--- src/rtl/irq_priority_ctrl.sv ---
// Interrupt priority controller: edge-detects sources, applies a mask, and
// presents one request at a time to the CPU with nested in-service tracking.
module irq_priority_ctrl #(
  parameter int unsigned N_SRC = 3,
  parameter int unsigned ID_W  = 2
) (
  input  logic             clk,
  input  logic             rst,
  input  logic [N_SRC-1:0] irq_in,
  input  logic             mask_we,
  input  logic [N_SRC-1:0] mask_wdata,
  input  logic             irq_ack,
  input  logic             irq_eret,
  output logic             irq_req,
  output logic [ID_W-1:0]  irq_id,
  output logic [N_SRC-1:0] pending,
  output logic [N_SRC-1:0] in_service,
  output logic [N_SRC-1:0] mask
);

  typedef enum logic {IDLE, REQ} state_t;

  localparam logic [N_SRC-1:0] ONE = N_SRC'(1);

  state_t           state;
  logic [N_SRC-1:0] prev_in;
  logic [N_SRC-1:0] events;
  logic [N_SRC-1:0] open_bits;
  logic [N_SRC-1:0] id_onehot;
  logic [N_SRC-1:0] ack_set;
  logic [N_SRC-1:0] eret_clear;
  logic [N_SRC-1:0] pend_next;
  logic [N_SRC-1:0] ins_next;
  logic [ID_W-1:0]  cand;
  logic [ID_W-1:0]  ins_top;
  logic             cand_valid;
  logic             ins_valid;
  logic             eligible;
  logic             req_live;
  logic             ack_fire;

  // Previous input levels; loads during reset so a held level is not an event.
  always_ff @(posedge clk) begin
    prev_in <= irq_in;
  end

  // Priority encoding of the candidate and of the deepest in-service level.
  always_comb begin
    events     = irq_in & ~prev_in;
    open_bits  = pending & ~mask;
    cand_valid = 1'b0;
    cand       = '0;
    ins_valid  = 1'b0;
    ins_top    = '0;
    for (int i = 0; i < int'(N_SRC); i++) begin
      if (open_bits[i]) begin
        cand_valid = 1'b1;
        cand       = ID_W'(i);
      end
      if (in_service[i]) begin
        ins_valid = 1'b1;
        ins_top   = ID_W'(i);
      end
    end
    eligible   = cand_valid && (!ins_valid || (cand > ins_top));
    id_onehot  = ONE << irq_id;
    req_live   = |(open_bits & id_onehot);
    ack_fire   = (state == REQ) && irq_ack;
    ack_set    = ack_fire ? id_onehot : '0;
    eret_clear = (irq_eret && ins_valid) ? (ONE << ins_top) : '0;
    pend_next  = (pending & ~ack_set) | events;
    ins_next   = (in_service & ~eret_clear) | ack_set;
  end

  // Request FSM plus pending, in-service and mask registers.
  always_ff @(posedge clk) begin
    if (rst) begin
      state      <= IDLE;
      irq_req    <= 1'b0;
      irq_id     <= '0;
      pending    <= '0;
      in_service <= '0;
      mask       <= '0;
    end else begin
      pending    <= pend_next;
      in_service <= ins_next;
      if (mask_we) begin
        mask <= mask_wdata;
      end
      case (state)
        IDLE: begin
          if (eligible) begin
            irq_id  <= cand;
            irq_req <= 1'b1;
            state   <= REQ;
          end
        end
        REQ: begin
          if (irq_ack || !req_live) begin
            irq_req <= 1'b0;
            state   <= IDLE;
          end
        end
        default: begin
          irq_req <= 1'b0;
          state   <= IDLE;
        end
      endcase
    end
  end

endmodule

--- config.mk ---
export PLATFORM = sky130hd
export DESIGN_NAME = irq_priority_ctrl
export DESIGN_NICKNAME = d
export VERILOG_FILES = /design/src/rtl/irq_priority_ctrl.sv
export SDC_FILE = /design/constraint.sdc
export NUM_CORES = 1
export LEC_CHECK = 0
export CAP_MARGIN = 20
export CELL_PAD_IN_SITES_DETAIL_PLACEMENT = 1
export CELL_PAD_IN_SITES_GLOBAL_PLACEMENT = 2
export CORE_UTILIZATION = 25
export CTS_CLUSTER_DIAMETER = 80
export DETAILED_ROUTE_END_ITERATION = 10
export PLACE_DENSITY_LB_ADDON = 0.1
export SETUP_SLACK_MARGIN = 0.3
export SYNTH_ARGS = -nofsm -noshare
export SYNTH_HDL_FRONTEND = slang
export SYNTH_SLANG_ARGS = --single-unit
--- constraint.sdc ---
create_clock -name clk -period 2.5 [get_ports clk]
set_input_delay 0.5 -clock clk [delete_from_list [all_inputs] [get_ports clk]]
set_output_delay 0.5 -clock clk [all_outputs]
set_load 0.01 [all_outputs]
==> metrics list <==
- Share of async-settable or async-resettable flops after synthesis: 0%
- Most used DFF post-synth: dfxtp_1
- Met2 Resource Use GR: 20.37%
* Sort of element at the end of the critical path: flip-flop
- Global routing consumed, on the met3 layer, 3.107% of the routing resources.
- DR WL/cell: 13.40 um
- Type of the worst setup path: flip-flop to flip-flop
* Via-to-Cell Ratio: 4.805
- Crit-path leading delay family: simple AND/OR/NAND/NOR gates
- Port-buffer cells: 22
- In the final design database the tool counted 107 nets.
* Total number of placement rows: 18
* Share of final-layout standard cells stronger than drive strength 1: 7.527%
* Overall routing resource usage: 13.50%
* Number of distinct standard cells referenced by the synthesized netlist: 27
- The worst setup path is launched from a flip-flop.
* ANT nets after route: 0
- CTS tree: yes
* IO Pins: 23
- The max-slew violation count is 0.
- Max_cap viols: 0
- CTS hold repair buffers: 0
* Launching instance or port of the critical path: pending[1]
* Hpwl dp: 1314 um
- Hold path startpoint: irq_req
* Placed Cells incl. Taps: 120
- Of all nets on the critical path, the largest fanout is 4.
* Area enclosed by the die boundary: 2883 um2
- Post-Syn Area: 668.1 um2
* 1st-iter DRT viols: 7
- Buffer and inverter count on the worst path: 0
- For this run the aggregate overflow at the end of global routing stands at 0.
* P_leak: 0.3462 nW
- The routed design has 1648 um of wire.
- CTS root buffer: clkbuf_4
- In the routed design, unresolved DRC markers number 0.
- After clock tree synthesis, the clock-pin slew on the worst setup and hold paths is 100 ps.
- Fmax achieved: 0.4846 GHz
- Gate count of the mapped netlist: 68
* Post-layout min period: 2064 ps
* Clk sink count: 16
- IR analysis of the VDD net gives a maximum drop of 0.3083 mV.
* Antenna cells: 0
- Reg2reg start: pending[1]
- Final Hold Vio Count: 0
* Resized cells post-CTS: 0
- The clock passes through at most 2 buffers.
- The first global-routing pass estimated 2677 um of wire.
- Mean area per synthesized cell: 9.826 um2
- After synthesis, flip-flops and latches occupy 47.94% of the total area.
- Count of state elements after synthesis: 16
* Class of the worst hold path: flip-flop to flip-flop
* Count of flip-flops with a built-in enable after synthesis: 0
* RSZ-0062 raised after global routing: false
- Crit path DAT: 2240 ps
- The routed layout has 591 vias.
* DIE WIDTH: 53.70 um
- In this design, the stage delay of the slowest critical-path cell is 400 ps.
- Initial standard-cell utilization of the core: 26.73%
- Worst Tran Pin Value: 407.2 ps
- Post-CTS setup-driven buffer insertion count: 0
- Required time of the worst setup path: 2680 ps
- RD Place Congestion: 0.8090
- Via count of the first global-routing pass: 575
- The run finished with clean final reports.
- Power density normalized to cell area: 543.1 nW/um2
* Sum of negative setup slack: 0 ps
* Placeable core area: 2500 um2
* Growth of design area from synthesis to finish: 42.51%
- Global Route met1 Usage: 17.86%
* Maximum number of pins on one net before global-route repair: 11
* Source-to-sink clock delay at the later pin of the worst-skew pair: 280 ps
* Maximum level of the CTS H-tree: 1
- The die is 53.70 um tall.
* Final clock period utilization by the worst path: 82.55%
- Critical Path, Cell by Cell: nor2b_1 > nand2_1 > ha_1 > or3_4 > a221oi_2 > mux2_1
* Syn. warnings: 0
- Among all stages on the critical path, the largest delay is contributed by or3_4.
* Fin cells: 123
* Count of fill cells added during filler insertion: 305
* Clock tree skew after final layout: 11.65 ps
- Max-Slew Margin vs Limit: 72.77%
- met2 is the most crowded layer.
* Total CTS buffers: 3
- Synth Net Count: 80
- For this run, the detailed router's first-pass iteration total came to 4.
- The completed layout was analyzed and its total power is 0.0005171 W.
- Setup violations remaining at the end of the flow were counted as 0.
- The initial antenna violation count is 0.
-- per-stage QoR --
step | area (um2) | setup WS [ps] | util (%) | hold slack (ps)
2_1_floorplan | 668.1 | 469.9 | - | 507.6
3_3_place_gp | 929.6 | 470.7 | 37.19 | 479.2
3_5_place_dp | 929.6 | 416.3 | 37.19 | 490.2
4_1_cts | 952.2 | 415.6 | 38.09 | 506.0
5_1_grt | 952.2 | 315.0 | 38.09 | 545.5
6_report | 952.2 | 436.3 | 38.09 | 501.1
-- cell usage after synthesis, types with 2 or more instances --
| cell type | number | share of area [%] |
|---|---|---|
| dfxtp_1 | 16 | 48 |
| nand2_1 | 3 | 1.7 |
| nor2b_1 | 7 | 6.6 |
| nand2b_1 | 2 | 1.9 |
| a21oi_1 | 8 | 6.0 |
| inv_1 | 2 | 1.1 |
| mux2i_1 | 3 | 4.5 |
| or3_1 | 2 | 1.9 |
| nor2_1 | 7 | 3.9 |
-- final cells by class --
type / count / area (um2) / area share [%]
Clock buffer: 3 / 22.52 / 2.365
Inverter: 2 / 7.507 / 0.7884
Multi-Input combinational cell: 49 / 336.6 / 35.35
Sequential cell: 16 / 320.3 / 33.64
Tap cell: 30 / 37.54 / 3.942
Timing Repair Buffer: 23 / 227.7 / 23.92
-- sequential cells by signal, summed over array words and instances (netlist names) --
name	cells
irq_id	2
pending	3
mask	3
prev_in	3
state	1
irq_req	1
in_service	3
-- worst paths after layout --
path	to	slack (ps)	cells after the start
hold reg to reg	irq_req	500	2
setup / recovery	irq_id[0]	440	6
setup reg to reg	irq_id[0]	440	6
hold / removal	irq_req	500	2
-- cell usage in the layout, fill, tap and decap left out, types with 2 or more instances in the layout --
master	instances
nor2_1	7
inv_1	2
or3_1	2
nor2b_1	7
mux2i_1	3
nand2_1	3
a21oi_1	8
nand2b_1	2
dfxtp_1	16
clkbuf_4	3
clkdlybuf4s50_1	22
-- metal layers --
metal  part of all wire [%]  vias to the layer above
met1                     49                      273
met4                   0.91                        0
met2                     45                       16
li1                       -                      300
met3                    4.9                        2
met5                      0                        -
-- tightest hold or removal path: stages (launching register included) --
cell	delay (ps)
dfxtp_1	320
o211ai_1	70
a21oi_1	70
-- logic make-up (layout without fill, tap and decap cells) --
logic type / after synthesis / after routing / synth area share, %
AOI/OAI and AO/OA: 17 / 17 / 17.42
adders and majority gates: 1 / 1 / 1.872
buffers and inverters: 3 / 28 / 1.685
DFF: 16 / 16 / 47.94
muxes: 4 / 4 / 6.180
and+or+nand+nor: 27 / 27 / 24.91
-- report_power, final --
group	total [W]	internal [W]	switching, W
registers	0.000286	0.000271	0.0000152
clock network	0.000134	0.0000558	0.0000782
logic	0.0000971	0.0000577	0.0000394
total	0.000517	0.000384	0.000133
Power figures use the tool's default switching activity.
==> RTL edit 1, RTL diff (same flow settings) <==
Make the reset (`rst`) asynchronous in one clocked block.
--- a/src/rtl/irq_priority_ctrl.sv
+++ b/src/rtl/irq_priority_ctrl.sv
@@ -74,5 +74,5 @@
 
   // Request FSM plus pending, in-service and mask registers.
-  always_ff @(posedge clk) begin
+  always_ff @(posedge clk or posedge rst) begin
     if (rst) begin
       state      <= IDLE;
Formal check against the unedited RTL: differs if rst is asserted again (counterexample within 4 cycles, from zero or initial values and one cycle with rst high); with rst held inactive, the same outputs for 10 cycles.
==> RTL edit 1 against the original RTL <==
Largest cell class is now sequential cells; highest routed layer unchanged; sequential cell count stayed put; wire length is 5.3% lower; worst setup slack better by 0.035 ns; maximum frequency is 1.7% higher; area after synthesis is 3.9% higher; cell area is 3.7% higher.
Power is not compared: it rests on default switching activity, and its combinational part moved more than twofold at a synthesized area within 25%.
==> RTL edit 1: results (changes against the original RTL) <==
Status
  – Status: finished clean

Placed design
  – DP Cell Count: 116 (-3.3%)
  – Port bufs: 22 (unchanged)
  – Hpwl dp: 1202 µm (-8.5%)
  – Pre-CTS setup slack: 0.4259 ns (+0.009609 ns)
  – Routability congestion estimate from global placement: 0.8524 (+5.4%)
  – Placed instance area: 948.4 µm² (+2.0%)

Route
  – Drt via density: 4.733 (-1.5%)
  – Number of DRC markers in iteration 0: 4 (-3)
  – Vias: 568 (-3.9%)
  – Detailed-router iteration count before antenna repair: 3 (-1)
  – Wirelength, routed: 1561 µm (-5.3%)

Setup path
  – CP arrival: 2.21 ns (-0.03 ns)
  – Critical path's slowest cell: dfrtp_1

Timing
  – Worst-case clock skew: 0.002073 ns (-0.009575 ns)
  – Max Slew Vio Count: 0 (unchanged)
  – Worst-Margin Slew: 0.5123 ns (+0.1052 ns)

Global route
  – Met1 Use GR: 17.74% (-0.12 points)
  – GR Util met2: 18.27% (-2.1 points)
  – All-Layer GR Usage: 12.70% (-0.80 points)
  – First-pass GRT wire length: 2580 µm (-3.6%)
  – Met3 global-route usage: 2.500% (-0.61 points)
  – Vias in the first global route: 542 (-5.7%)
  – Grt ovf: 0 (unchanged)
  – Largest net degree at the start of global routing: 14 (+3)

Yosys
  – Synth Flop Type: dfrtp_1
  – Post-synthesis compound-gate area fraction: 15.68% (-1.7 points)
  – Mux share of post-synthesis cell area: 4.865% (-1.3 points)
  – Synth top area cells: dfrtp_1 (47%), dfxtp_1 (8.6%), o21ai_0 (5.8%)
  – Post-synthesis adder-cell area fraction: 1.802% (-0.071 points)
  – Synth unique cells: 26 (-3.7%)
  – Post-synthesis sequential area ratio: 55.50% (+7.6 points)
  – Synth top cells by count: dfrtp_1 (13), nand2_1 (8), o21ai_0 (8)
  – Mean Syn Cell Area: 10.68 µm² (+8.7%)
  – Asr flop ratio synth: 81.25% (+81 points)
  – Mapped Nets: 77 (-3.8%)

Cells and area
  – Fin nets: 103 (-3.7%)
  – Share of cells above drive strength 1: 12.22% (+4.7 points)

Clock tree
  – Skew-Pair Late Insertion Delay: 0.29 ns
  – Post-CTS Resized: 0 (unchanged)
  – TritonCTS Buffers: 3 (unchanged)

Power
  – Peak supply drop: 0.4039 mV
  – Psw: 353.1 µW
RTL edit 1: metrics by stage:
stage                     hold WS, ns  power, µW
after floorplan                0.3770      638.6
after global placement         0.3870      842.4
after detailed placement       0.3941      841.5
after CTS                      0.4093       1022
after global routing           0.4159       1082
final                          0.4049       1008
RTL edit 1: final cells by class:
| cell class | instances | area, µm² |
|---|---|---|
| clock buffer | 4 | 36.28 |
| fill | 291 | 1558 |
| inverter | 5 | 18.77 |
| multi-input combinational | 43 | 289.0 |
| sequential | 16 | 385.4 |
| tap | 30 | 37.54 |
| timing repair buffer | 22 | 220.2 |
RTL edit 1: worst paths after layout:
kind / cells after the start / slack, ns / endpoint / from
worst max-delay path: 6 / 0.47 / irq_id[0]$_DFFE_PP0P_ / mask[1]$_DFFE_PP0P_
worst max register to register: 6 / 0.47 / irq_id[0]$_DFFE_PP0P_ / mask[1]$_DFFE_PP0P_
min in group asynchronous: 2 / 0.53 / mask[1]$_DFFE_PP0P_ / rst
worst min-delay path: 1 / 0.40 / pending[1]$_DFF_PP0_ / prev_in[1]$_DFF_P_
worst min register to register: 1 / 0.40 / pending[1]$_DFF_PP0_ / prev_in[1]$_DFF_P_
max in group asynchronous: 2 / 1.63 / irq_req$_DFFE_PP0P_ / rst
RTL edit 1: routing by layer:
| metal | wire length, µm | vias up | share of wire, % |
|---|---|---|---|
| met1 | 739 | 269 | 47 |
| li1 | - | 281 | - |
| met5 | 0 | - | 0 |
| met3 | 61 | 2 | 3.9 |
| met4 | 16 | 0 | 1.0 |
| met2 | 743 | 16 | 48 |
RTL edit 1: worst register-to-register path, stage by stage, from the launching register on:
cell	delay (ns)
dfrtp_1	0.41
nor2b_2	0.19
nand2_1	0.08
ha_1	0.32
or3_1	0.38
a221o_1	0.33
a32o_1	0.22
==> RTL edit 2, RTL diff (same settings) <==
Without the edit above. `ID_W`: 2 -> 4.
--- a/src/rtl/irq_priority_ctrl.sv
+++ b/src/rtl/irq_priority_ctrl.sv
@@ -3,5 +3,5 @@
 module irq_priority_ctrl #(
   parameter int unsigned N_SRC = 3,
-  parameter int unsigned ID_W  = 2
+  parameter int unsigned ID_W  = 4
 ) (
   input  logic             clk,
Interface: changed (resized irq_id); port bits go from 23 to 25. No check against the original RTL was run, so the function may have changed too.
==> RTL edit 2 against the original RTL <==
Sequential cell count unchanged; cell area increased by 0.13%; utilization decreased by 0.63 points; worst setup slack improved by 0.14 ns; total power increased by 0.12%; wire length increased by 0.24%; area after synthesis increased by 2.6%; sequential power about the same; largest cell class unchanged; highest routed layer unchanged.
==> RTL edit 2: results (changes against the original RTL) <==
Cells and area
  – # fillers: 308 (+0.98%)
  – Fin nets: 112 (+4.7%)
  – Share of cells above drive strength 1: 7.143% (-0.38 points)

Power
  – Pleak: 0.0003658 µW (+5.7%)
  – Psw: 135.6 µW (+2.1%)
  – Peak supply drop: 0.2961 mV (-4.0%)

Yosys
  – Mux share of post-synthesis cell area: 4.380% (-1.8 points)
  – Synth top area cells: dfxtp_1 (47%), a21oi_1 (6.6%), nor2b_1 (6.4%)
  – Post-synthesis adder-cell area fraction: 1.825% (-0.048 points)
  – Synth unique cells: 28 (+3.7%)
  – Synth top cells by count: dfxtp_1 (16), a21oi_1 (9), nor2_1 (7), nor2b_1 (7), nand2_1 (5)

Global route
  – Met1 Use GR: 17.85% (about the same)
  – GR Util met2: 20.53% (+0.16 points)
  – Vias in the first global route: 594 (+3.3%)
  – All-Layer GR Usage: 13.57% (+0.073 points)
  – First-pass GRT wire length: 2746 µm (+2.6%)
  – Met3 global-route usage: 3.333% (+0.23 points)

Clock tree
  – Max Buffers Root-to-Sink: 2 (unchanged)
  – Post-CTS setup buffers: 0 (unchanged)

Route
  – DR top layer: met4
  – Met1 wire length: 833 µm (+2.8%)
  – Wirelength, routed: 1652 µm (+0.24%)
  – DR WL met2: 748 µm (+1.1%)
  – Vias: 595 (+0.68%)
  – Detailed-router iteration count before antenna repair: 2 (-2)
  – Post-DRT Antenna Nets: 0 (unchanged)
  – Met3 WL post-DR: 61 µm (-25%)

Placed design
  – Placed instance area: 930.9 µm² (+0.13%)
  – Routability congestion estimate from global placement: 0.7527 (-7.0%)
  – Pre-CTS setup slack: 0.6063 ns (+0.1900 ns)
  – Hpwl dp: 1303 µm (-0.81%)

Setup path
  – CP arrival: 2.11 ns (-0.13 ns)

Status
  – Status: finished clean

Hold path
  – Hold Path Class: flip-flop to flip-flop
-- RTL edit 2: final timing paths --
check	startpoint	to	depth (start not counted)	slack [ns]
worst max-delay path	pending[1]$_SDFF_PP0_	irq_id[0]$_SDFFE_PP0P_	7	0.57
worst min-delay path	irq_req$_SDFFE_PP0P_	irq_req$_SDFFE_PP0P_	2	0.51
worst max register to register	pending[1]$_SDFF_PP0_	irq_id[0]$_SDFFE_PP0P_	7	0.57
worst min register to register	irq_req$_SDFFE_PP0P_	irq_req$_SDFFE_PP0P_	2	0.51
-- RTL edit 2: worst max-delay path, cell delays in order (launching register included) --
cell and delay (ns):
dfxtp_1 0.37, nor2b_2 0.20, nand2_1 0.10, ha_1 0.33, o22ai_2 0.14, o211ai_2 0.13, a211o_1 0.34, a31o_1 0.22
-- RTL edit 2: power by group through the flow --
stage,sequential [µW],combinational (µW),clock (µW)
2_1_floorplan,292,46.8,0
3_3_place_gp,293,94.8,0
3_5_place_dp,293,94.8,0
4_1_cts,287,95.5,141
5_1_grt,290,104,151
6_report,287,94.5,136
-- RTL edit 2: stage by stage --
| step | power (µW) | cells |
|---|---|---|
| 2_1_floorplan | 338.5 | 76 |
| 3_3_place_gp | 388.2 | 125 |
| 3_5_place_dp | 387.8 | 125 |
| 6_report | 517.7 | 128 |
| 5_1_grt | 545.4 | 128 |
| 4_1_cts | 523.7 | 128 |
-- RTL edit 2: cell type report --
class / instances / area, µm² / share of cell area, %
multi-input combinational: 53 / 334.1 / 35.04
sequential: 16 / 320.3 / 33.60
timing repair buffer: 23 / 227.7 / 23.88
tap: 30 / 37.54 / 3.937
clock buffer: 3 / 22.52 / 2.362
inverter: 3 / 11.26 / 1.181
